File: config.mk
export PLATFORM = sky130hd
export DESIGN_NAME = mtimer
export DESIGN_NICKNAME = d
export VERILOG_FILES = /design/src/rtl/mtimer.sv
export SDC_FILE = /design/constraint.sdc
export NUM_CORES = 1
export LEC_CHECK = 0
export ABC_AREA = 1
export BUFFER_PORTS_ARGS = -buffer_cell sky130_fd_sc_hd__buf_2
export CORE_UTILIZATION = 25
export DETAILED_ROUTE_END_ITERATION = 8
export GPL_TIMING_DRIVEN = 0
export PLACE_DENSITY = 0.51
export REMOVE_ABC_BUFFERS = 1
export SLEW_MARGIN = 25
export SYNTH_ARGS = -nofsm -noshare
export SYNTH_HDL_FRONTEND = slang
export SYNTH_SLANG_ARGS = --single-unit
export TNS_END_PERCENT = 30
File: constraint.sdc
create_clock -name clk_i -period 1.8 [get_ports clk_i]
set_input_delay 0.36 -clock clk_i [delete_from_list [all_inputs] [get_ports clk_i]]
set_output_delay 0.36 -clock clk_i [all_outputs]
set_load 0.01 [all_outputs]
File: src/rtl/mtimer.sv
`default_nettype none
// +--------------------------------------------------------------------------+
// | mtimer: 64-bit machine timer (mtime/mtimecmp, LO->HI read shadow, IRQ).   |
// | Optional MTIMER_PRESCALER_EN adds CTRL.PRESC tick divider.  Rev 1.0       |
// +--------------------------------------------------------------------------+
module mtimer #(
  parameter logic [63:0] MTIMECMP_RST = 64'hFFFF_FFFF_FFFF_FFFF
) (
  input  logic        clk_i,
  input  logic        rstn_i,
  input  logic        sel_i,
  input  logic [4:0]  addr_i,
  input  logic        read_i,
  output logic [31:0] rdata_o,
  input  logic [3:0]  wsel_byte_i,
  input  logic [31:0] wdata_i,
  output logic        timer_irq_o
);

  localparam logic [2:0] A_MTIME_LO = 3'd0;
  localparam logic [2:0] A_MTIME_HI = 3'd1;
  localparam logic [2:0] A_CMP_LO   = 3'd2;
  localparam logic [2:0] A_CMP_HI   = 3'd3;
  localparam logic [2:0] A_CTRL     = 3'd4;

  logic [63:0] mtime_q, mtime_d;
  logic [63:0] mtimecmp_q, mtimecmp_d;
  logic [31:0] shadow_q, shadow_d;
  logic [31:0] rdata_q, rdata_d;
  logic        en_q, en_d;
  logic        irq_q;

  logic       wr_en, rd_en, ctrl_wr, tick;
  logic [2:0] word;
  logic [7:0] presc_rd;
  logic       unused_addr;

  assign word        = addr_i[4:2];
  assign wr_en       = sel_i && (|wsel_byte_i);
  assign rd_en       = sel_i && read_i;
  assign ctrl_wr     = wr_en && (word == A_CTRL);
  assign unused_addr = ^addr_i[1:0];

  function automatic logic [31:0] merge_bytes(input logic [31:0] old_v,
                                              input logic [31:0] new_v,
                                              input logic [3:0]  be);
    logic [31:0] res;
    res = old_v;
    for (int b = 0; b < 4; b++) begin
      if (be[b]) res[8*b +: 8] = new_v[8*b +: 8];
    end
    return res;
  endfunction

`ifdef MTIMER_PRESCALER_EN
  logic [7:0] presc_q, presc_d, pcnt_q, pcnt_d;

  assign tick     = en_q && (pcnt_q == presc_q);
  assign presc_rd = presc_q;

  always_comb begin
    presc_d = presc_q;
    pcnt_d  = pcnt_q;
    if (ctrl_wr) begin
      pcnt_d = 8'h00;
      if (wsel_byte_i[1]) presc_d = wdata_i[15:8];
    end else if (en_q) begin
      pcnt_d = tick ? 8'h00 : pcnt_q + 8'h01;
    end
  end

  always_ff @(posedge clk_i) begin
    if (!rstn_i) begin
      presc_q <= 8'h00;
      pcnt_q  <= 8'h00;
    end else begin
      presc_q <= presc_d;
      pcnt_q  <= pcnt_d;
    end
  end
`else
  assign tick     = en_q;
  assign presc_rd = 8'h00;
`endif

  always_comb begin
    mtime_d    = mtime_q;
    mtimecmp_d = mtimecmp_q;
    shadow_d   = shadow_q;
    rdata_d    = rdata_q;
    en_d       = en_q;

    // A write to either mtime word freezes the whole counter for that cycle.
    if (wr_en && (word == A_MTIME_LO))
      mtime_d[31:0] = merge_bytes(mtime_q[31:0], wdata_i, wsel_byte_i);
    else if (wr_en && (word == A_MTIME_HI))
      mtime_d[63:32] = merge_bytes(mtime_q[63:32], wdata_i, wsel_byte_i);
    else if (tick)
      mtime_d = mtime_q + 64'd1;

    if (wr_en && (word == A_CMP_LO))
      mtimecmp_d[31:0] = merge_bytes(mtimecmp_q[31:0], wdata_i, wsel_byte_i);
    if (wr_en && (word == A_CMP_HI))
      mtimecmp_d[63:32] = merge_bytes(mtimecmp_q[63:32], wdata_i, wsel_byte_i);

    if (ctrl_wr && wsel_byte_i[0]) en_d = wdata_i[0];

    if (rd_en) begin
      case (word)
        A_MTIME_LO: begin
          rdata_d  = mtime_q[31:0];
          shadow_d = mtime_q[63:32];
        end
        A_MTIME_HI: rdata_d = shadow_q;
        A_CMP_LO:   rdata_d = mtimecmp_q[31:0];
        A_CMP_HI:   rdata_d = mtimecmp_q[63:32];
        A_CTRL:     rdata_d = {16'h0000, presc_rd, 7'h00, en_q};
        default:    rdata_d = 32'h0000_0000;
      endcase
    end
  end

  always_ff @(posedge clk_i) begin
    if (!rstn_i) begin
      mtime_q    <= 64'd0;
      mtimecmp_q <= MTIMECMP_RST;
      shadow_q   <= 32'h0000_0000;
      rdata_q    <= 32'h0000_0000;
      en_q       <= 1'b1;
      irq_q      <= 1'b0;
    end else begin
      mtime_q    <= mtime_d;
      mtimecmp_q <= mtimecmp_d;
      shadow_q   <= shadow_d;
      rdata_q    <= rdata_d;
      en_q       <= en_d;
      irq_q      <= (mtime_q >= mtimecmp_q);
    end
  end

  assign rdata_o     = rdata_q;
  assign timer_irq_o = irq_q;

endmodule
`default_nettype wire

Word level (Yosys, flattened, before mapping)
Index checks and enable logic that the tools add are counted.
{"block": "word_totals", "register_bits": 194, "elab_cells": 74, "in_bits": 45, "out_inout_bits": 33}
{"block": "op_classes", "n_lt_le_gt_ge": 1, "mux": 9, "n_bitwise": 1, "addsub": 1, "n_eq_ne": 13, "reduce_logical": 29}
{"cell": "$pmux W32 S5", "n": 1}
{"cell": "$mux W32", "n": 3}
{"cell": "$add A64 B1 Y64 const B", "n": 1}
{"cell": "$ge A64 B64 Y1", "n": 1}
{"cell": "$mux W64", "n": 1}
{"cell": "$mux W8", "n": 4}
{"cell": "$reduce_and A3 Y1", "n": 8}
{"cell": "$ne A2 B2 Y1 const B", "n": 9}
{"cell": "$reduce_and A2 Y1", "n": 9}
{"cell": "$logic_and A1 B1 Y1", "n": 8}
{"cell": "$eq A3 B2 Y1 const B", "n": 2}
{"cell": "$reduce_bool A2 Y1", "n": 2}
{"cell": "$reduce_or A4 Y1", "n": 1}
{"cell": "$eq A3 B1 Y1 const B", "n": 1}
{"cell": "$eq A3 B3 Y1 const B", "n": 1}
{"cell": "$logic_not A3 Y1", "n": 1}
{"cell": "$not A1 Y1", "n": 1}

Longest topological paths before layout
Gate-level depths: netlist of the first run.
{"block": "logic_depth", "ltp_word": 5, "depth_mapped": 14, "depth_no_buf": 14}

Least setup slack after synthesis of the first run
OpenSTA, ideal clock, no wires.
{"block": "synth_timing", "kind": "reg2reg", "from": "register mtime_q[1]", "to": "register mtime_q[20]", "synth_period_minus_slack_ns": 1.626, "setup_time_ns": 0.070, "stages_incl_launch_ff": 11, "path_buffers": 0, "required_time_ns": 1.730, "setup_slack_ns": 0.174, "arrival_ns": 1.556, "cell_sequence": "dfxtp_1 -> ha_1 -> nand2_1 -> nor2_4 -> nand2_2 -> nor2_4 -> nand2_1 -> or2_1 -> nand3_1 -> nand2_1 -> a21oi_1"}
{"block": "synth_between", "elab_chain_len": 4}
{"element": "start, declared", "line_no": "26", "source": "logic [63:0] mtime_q, mtime_d;"}
{"element": "start signal, assigned", "line_no": "132", "source": "mtime_q <= mtime_d;"}
{"element": "$add A64 B1 Y64", "line_no": "99", "source": "mtime_d = mtime_q + 64'd1;"}
{"element": "$mux W64", "line_no": "98", "source": "else if (tick)"}
{"element": "$mux W32", "line_no": "96", "source": "else if (wr_en && (word == A_MTIME_HI))"}
{"element": "$mux W32", "line_no": "94", "source": "if (wr_en && (word == A_MTIME_LO))"}
No other way between the ends. The select of a mux whose other input is x is not followed.
A chain may end at the register's enable or synchronous reset.

Worst setup path after layout of the first run
{"block": "layout_timing", "from": "register mtime_q[31]", "to": "register irq_q (netlist: timer_irq_o)"}
{"block": "layout_between", "elab_chain_len": 1}
{"element": "$ge A64 B64 Y1", "line_no": "137", "source": "irq_q <= (mtime_q >= mtimecmp_q);"}
{"element": "end signal, assigned", "line_no": "137"}
{"element": "end, declared", "line_no": "31", "source": "logic irq_q;"}
No other way between the ends.

==> results of run 1 <==
power by group through the flow:
stage               clock network (uW)  registers, uW  logic (uW)
floorplan                            0           4620         600
global placement                     0           4670         979
detailed placement                   0           4670        1010
CTS                               4040           4580        1110
global route                      4210           4580        1300
finish                            3970           4560        1180
area by class of cell:
cell class / count / area [um2]
Clock inverter: 12 / 130
Clock buffer: 20 / 447
Multi-Input combinational cell: 1479 / 8040
Tap cell: 615 / 769
Sequential cell: 194 / 4060
Timing Repair Buffer: 120 / 867
Inverter: 176 / 729
Fill cell: 5242 / 32800
Timing Repair inverter: 4 / 35.0
synth_stat cells (all sizes together):
library cell  instances  area share [%]
nand2               599              19
nor2                264             8.8
a21oi               215             8.9
dfxtp               194              32
inv                 176             5.4
o21ai               115             4.7
nand3               111             5.3
ha                   65             6.7
clkbuf               43             1.3
buf                  35             1.7
o211ai               22             1.4
o2111ai              21             1.5
nand4                20             1.2
nor3                 11            0.49
or2                  10            0.52
xor2                  9            0.65
xnor2                 4            0.29
a21o                  2            0.12
a31oi                 1           0.052
and2                  1           0.052
nand3b                1           0.062
o21a                  1           0.062
o22ai                 1           0.052
worst min-delay path, stage by stage:
cell and delay (ns):
buf_2 0.09, a21oi_1 0.06, o21ai_0 0.06
kinds of logic after synthesis:
group | after synthesis | synth area share (%)
compound gates | 378 | 16.8
simple gates | 1017 | 35.1
flops | 194 | 32.0
buf+inv | 254 | 8.45
xor+xnor | 13 | 0.937
fa+ha+maj | 65 | 6.70
per-stage QoR:
stage	TNS (ns)	std cells	area [um2]	total power, uW
3_5_place_dp	-196.97	2539	13100	5680
3_3_place_gp	-521.65	2533	12900	5650
2_1_floorplan	-114.03	1843	11800	5220
6_report	-0.0900	2620	15100	9710
5_1_grt	-1.36	2620	15100	10100
4_1_cts	-1.96	2594	14300	9730
final timing paths:
check / startpoint / slack, ns / to / cells after the start
setup / recovery: mtime_q[31] / -0.08 / timer_irq_o / 9
hold / removal: wdata_i[10] / 0.11 / mtimecmp_q[10] / 3
setup reg to reg: mtime_q[31] / -0.08 / timer_irq_o / 9
hold reg to reg: rdata_o[29] / 0.46 / rdata_o[29] / 2
registers in the layout (all words and copies together), names as in the netlist:
signal / cells
mtime_q: 64
mtimecmp_q: 64
rdata_o: 32
shadow_q: 32
en_q: 1
timer_irq_o: 1
metal layers:
| layer | track usage [%] | share of wire [%] | vias to the layer above |
|---|---|---|---|
| met1 | 26.0 | 46 | 6121 |
| li1 | - | - | 6417 |
| met4 | 7.27 | 3.5 | 2 |
| met3 | 3.16 | 4.7 | 70 |
| met2 | 33.3 | 46 | 355 |
| met5 | 0 | 0.020 | - |
cells in the final DEF (no fill, tap or decap), types with 7 or more instances in the layout:
cell         n
dfxtp_2     27
a21oi_1    209
inv_6        7
ha_1        61
or2_0        7
nor2_4      41
nand3_1     95
inv_1      160
o2111ai_1   21
dfxtp_4     37
o211ai_1    21
nor2_2      34
nand3_2      7
nand2_2     35
nand2_1    555
nand4_1     19
inv_2       10
buf_4       31
o21ai_0     96
xor2_1       8
dfxtp_1    130
buf_6        7
clkbuf_16   17
buf_2       73
o21ai_1     17
nor2_1     189
nand3_4     15
what timing repair did:
action                                  4_1_cts  5_1_grt
cloned                                        7        3
buffers inserted                             16       23
pin swaps                                    13       30
gates resized for setup                     142      170
endpoints found under the setup margin      138      129
==> reports/results.tsv, run 1 <==
metric	value	unit
status	finished with violations	
failing checks	setup timing	
total track usage	20.0	%
Psw	2850	uW
Sw Share	29.3	%
Slowest cell on crit path	dfxtp_4	
Final WS setup	-0.0768	ns
First-pass DRT Iterations	5	
final setup fails	2	
Hold-fix buffers, CTS	0	
max_slew headroom	46.9	%
Post-DRT Antenna Nets	0	
share of cells above drive strength 1	20.0	%
Crit Path Class	reg2reg	
Iter 0 DRT Violations	857	
worst path arrival time	2.29	ns
Ys Warns	0	
clk slew on worst S/H paths	0.08	ns
fin. max-slew vios	0	
row count	80	
Netlist cell types	40	
Worst EP required	2.21	ns
input/output buffers	75	
Clk Tree Root Cell	clkbuf_16	
Synth Instances	1921	
crit-path max FO	5	
drc violations	0	
H-tree depth	4	
Starting Density	25.4	%
final wirelength	51100	um
CTS tree	built	
final hold violation count	0	
worst skew pair latency	0.48	ns
routability cong.	0.926	
total congestion overflow	0	
Mapped Area	12100	um2
vias per cell	4.95	
FF+latch count, synth	194	
family with the most delay on the worst path	simple AND/OR/NAND/NOR gates	
wire per inst	19.5	um
pre-CTS setup slack	-2.29	ns
post-synthesis sequential area ratio	32.0	%
CP most frequent cell	nand2_1	
Die Y	222	um
Tcrit/Tclk final	104	%
Final nets	2102	
worst hold margin	0.113	ns
CP max stage delay	0.39	ns
CP endpoint kind	register	
Max VDD drop	0.507	mV
sequential share of power	47.0	%
Synth-to-Final Area Change	24.1	%
clock network power share	40.9	%
number of global-route vias before repair	12155	
fin util	31.5	%
Chip Width	222	um
Logic pwr share	12.1	%
Clock Tree Buf Depth	2	
DR vias	12965	
io pins	78	
max-cap violations	0	
crit-path cells	ha_4, nand4_1, nor3_2, nand2_1, nand3_2, nand2_1, inv_1, nand2_1, a21oi_2	
global-route wire length before repair	74500	um
mean area per synthesized cell	6.32	um2
Peak Freq	533	MHz
Internal	6860	uW
PwrDens	644	nW/um2
clock sink count	194	
Tmin final	1.88	ns
dpl hpwl	34000	um
RSZ-0062 raised after global routing	true	
Worst-Margin Slew	0.795	ns
Num CTS Buffers	17	
die area	49500	um2
CP Launch Type	register	
antenna cells	0	
number of buffers and inverters on the critical path	1	
Lkg Pwr	0.00633	uW
initial antenna violation count	1	
min-delay worst type	in2reg	
pin count of the biggest net entering global routing	98	
final setup skew	0.0143	ns
core box area	47800	um2
Power figures use the tool's default switching activity.
==> inputs of run 2 (changes only) <==
- RECOVER_POWER: not set -> 50
==> run 2 against run 1 <==
Compared with the run above:
- the flow still finishes with violations (setup timing)
- critical path depth did not move
- via count rose by 0.11%
- setup slack got worse by 0.0070 ns
- sequential share of layout area rose by 0.24 points
- sequential power barely moved
- clock-buffer cell count did not move
- critical endpoint unchanged
- non-clock buffer count did not move
- combinational power barely moved
- clock skew barely moved
- critical path type unchanged
- hold slack improved by 0.0010 ns
- first-iteration DRC count rose by 1.9%
- register-to-register slack barely moved
==> reports/results.tsv, run 2 (synthesized netlist as in run 1, its figures left out) <==
metric	value	unit
wire per inst	19.5	um
Layout fillers	5269	
Clock Tree Buf Depth	2	
antenna cells	0	
CTS tree	built	
worst path arrival time	2.29	ns
Worst-Margin Slew	0.776	ns
number of global-route vias before repair	12155	
Die Y	222	um
final hold violation count	0	
most common cell after layout, fill and taps aside	nand2_1	
share of cells above drive strength 1	18.1	%
min-delay worst type	in2reg	
io pins	78	
Final nets	2102	
routability cong.	0.926	
worst skew pair latency	0.48	ns
Setup TNS Final	-0.152	ns
Psw	2820	uW
die area	49500	um2
Num CTS Buffers	17	
fin. max-slew vios	0	
Crit Path Class	reg2reg	
Internal	6840	uW
drc violations	0	
First-pass DRT Iterations	5	
Tmin final	1.88	ns
Starting Density	25.4	%
final setup skew	0.0146	ns
Logic pwr share	11.9	%
fin cells	2620	
Largest regs	mtime_q: 64 flops, mtimecmp_q: 64 flops	
input/output buffers	75	
max_slew headroom	48.2	%
pin count of the biggest net entering global routing	98	
status	finished with violations	
Sw Share	29.2	%
Synth-to-Final Area Change	23.0	%
Chip Width	222	um
commonest non-fill, non-tap cells in the layout	nand2_1, a21oi_1, nor2_1	
Placed Cells	2539	
row count	80	
initial antenna violation count	1	
max-cap violations	0	
Max VDD drop	0.504	mV
global-route wire length before repair	74500	um
final wirelength	51100	um
Final WS setup	-0.0838	ns
vias per cell	4.95	
clock sink count	194	
clock network power share	40.9	%
H-tree depth	4	
Post-DRT Antenna Nets	0	
sequential share of power	47.2	%
Clk Tree Root Cell	clkbuf_16	
PwrDens	647	nW/um2
DR vias	12979	
total track usage	20.0	%
Tcrit/Tclk final	105	%
Iter 0 DRT Violations	873	
Peak Freq	531	MHz
Worst EP required	2.21	ns
failing checks	setup timing	
CP Launch Type	register	
final setup fails	5	
total congestion overflow	0	
Lkg Pwr	0.00617	uW
core box area	47800	um2
CP endpoint kind	register	
dpl hpwl	34000	um
clk slew on worst S/H paths	0.08	ns
RSZ-0062 raised after global routing	true	
crit-path max FO	5	
[run 2: cell types whose count changed in the layout (fill, tap and decap cells not counted), moves of 3 or more]
cell / change
nor2_1: +3
clkbuf_1: +35
nor2_4: -4
buf_2: -33
[run 2: final cells by class]
type / count / area (um2) / area share [%]
clock inverters: 12 / 130 / 0.871
repair buffers: 120 / 779 / 5.22
well taps: 615 / 769 / 5.15
inverters: 176 / 729 / 4.88
repair inverters: 4 / 30.0 / 0.201
multi-input cells: 1479 / 8000 / 53.5
flip-flops and latches: 194 / 4060 / 27.1
clock buffers: 20 / 447 / 2.99
[run 2: metal layers]
metal / vias up / routed length (um) / GRT usage, %
met1: 6147 / 23100 / 26.0
met2: 347 / 23600 / 33.3
li1: 6415 / - / -
met3: 68 / 2580 / 3.16
met5: - / 10 / 0
met4: 2 / 1740 / 7.27
[run 2: what timing repair did]
item                                    in CTS  in global routing
gates cloned                                 7                  3
gates resized for setup                    142                170
pin swaps                                   13                 30
endpoints found under the setup margin     138                129
hold buffers                                 0                  0
buffers inserted                            16                 23
[run 2: through the flow]
stage               worst slack (ns)  hold slack, ns  util (%)  power [uW]  instance area [um2]
floorplan                      -1.25           0.441         -        5220                11800
global placement               -4.55           0.447      27.0        5650                12900
detailed placement             -2.29           0.452      27.4        5680                13100
CTS                           -0.136          0.0969      29.9        9730                14300
global route                  -0.103           0.117      31.2       10100                14900
finish                       -0.0838           0.114      31.2        9670                14900
[run 2: path summary, 6_finish.rpt]
| path | start | end | slack (ns) | cells after the start |
|---|---|---|---|---|
| worst max-delay path | mtime_q[31] | timer_irq_o | -0.08 | 9 |
| worst min-delay path | wdata_i[10] | mtimecmp_q[10] | 0.11 | 3 |
| worst max register to register | mtime_q[31] | timer_irq_o | -0.08 | 9 |
| worst min register to register | shadow_q[21] | shadow_q[21] | 0.46 | 2 |
[run 2: critical path, stage by stage, from the launching register on]
cell	delay [ns]
dfxtp_4	0.39
ha_4	0.28
nand4_1	0.20
nor3_2	0.33
nand2_1	0.15
nand3_2	0.14
nand2_1	0.07
inv_1	0.05
nand2_1	0.06
a21oi_2	0.15
[run 2: power groups by stage]
stage	Combinational, uW	Sequential, uW	Clock [uW]
final	1150	4560	3950
after global routing	1280	4580	4210
after CTS	1110	4580	4040
after detailed placement	1010	4670	0
after global placement	979	4670	0
after floorplan	600	4620	0
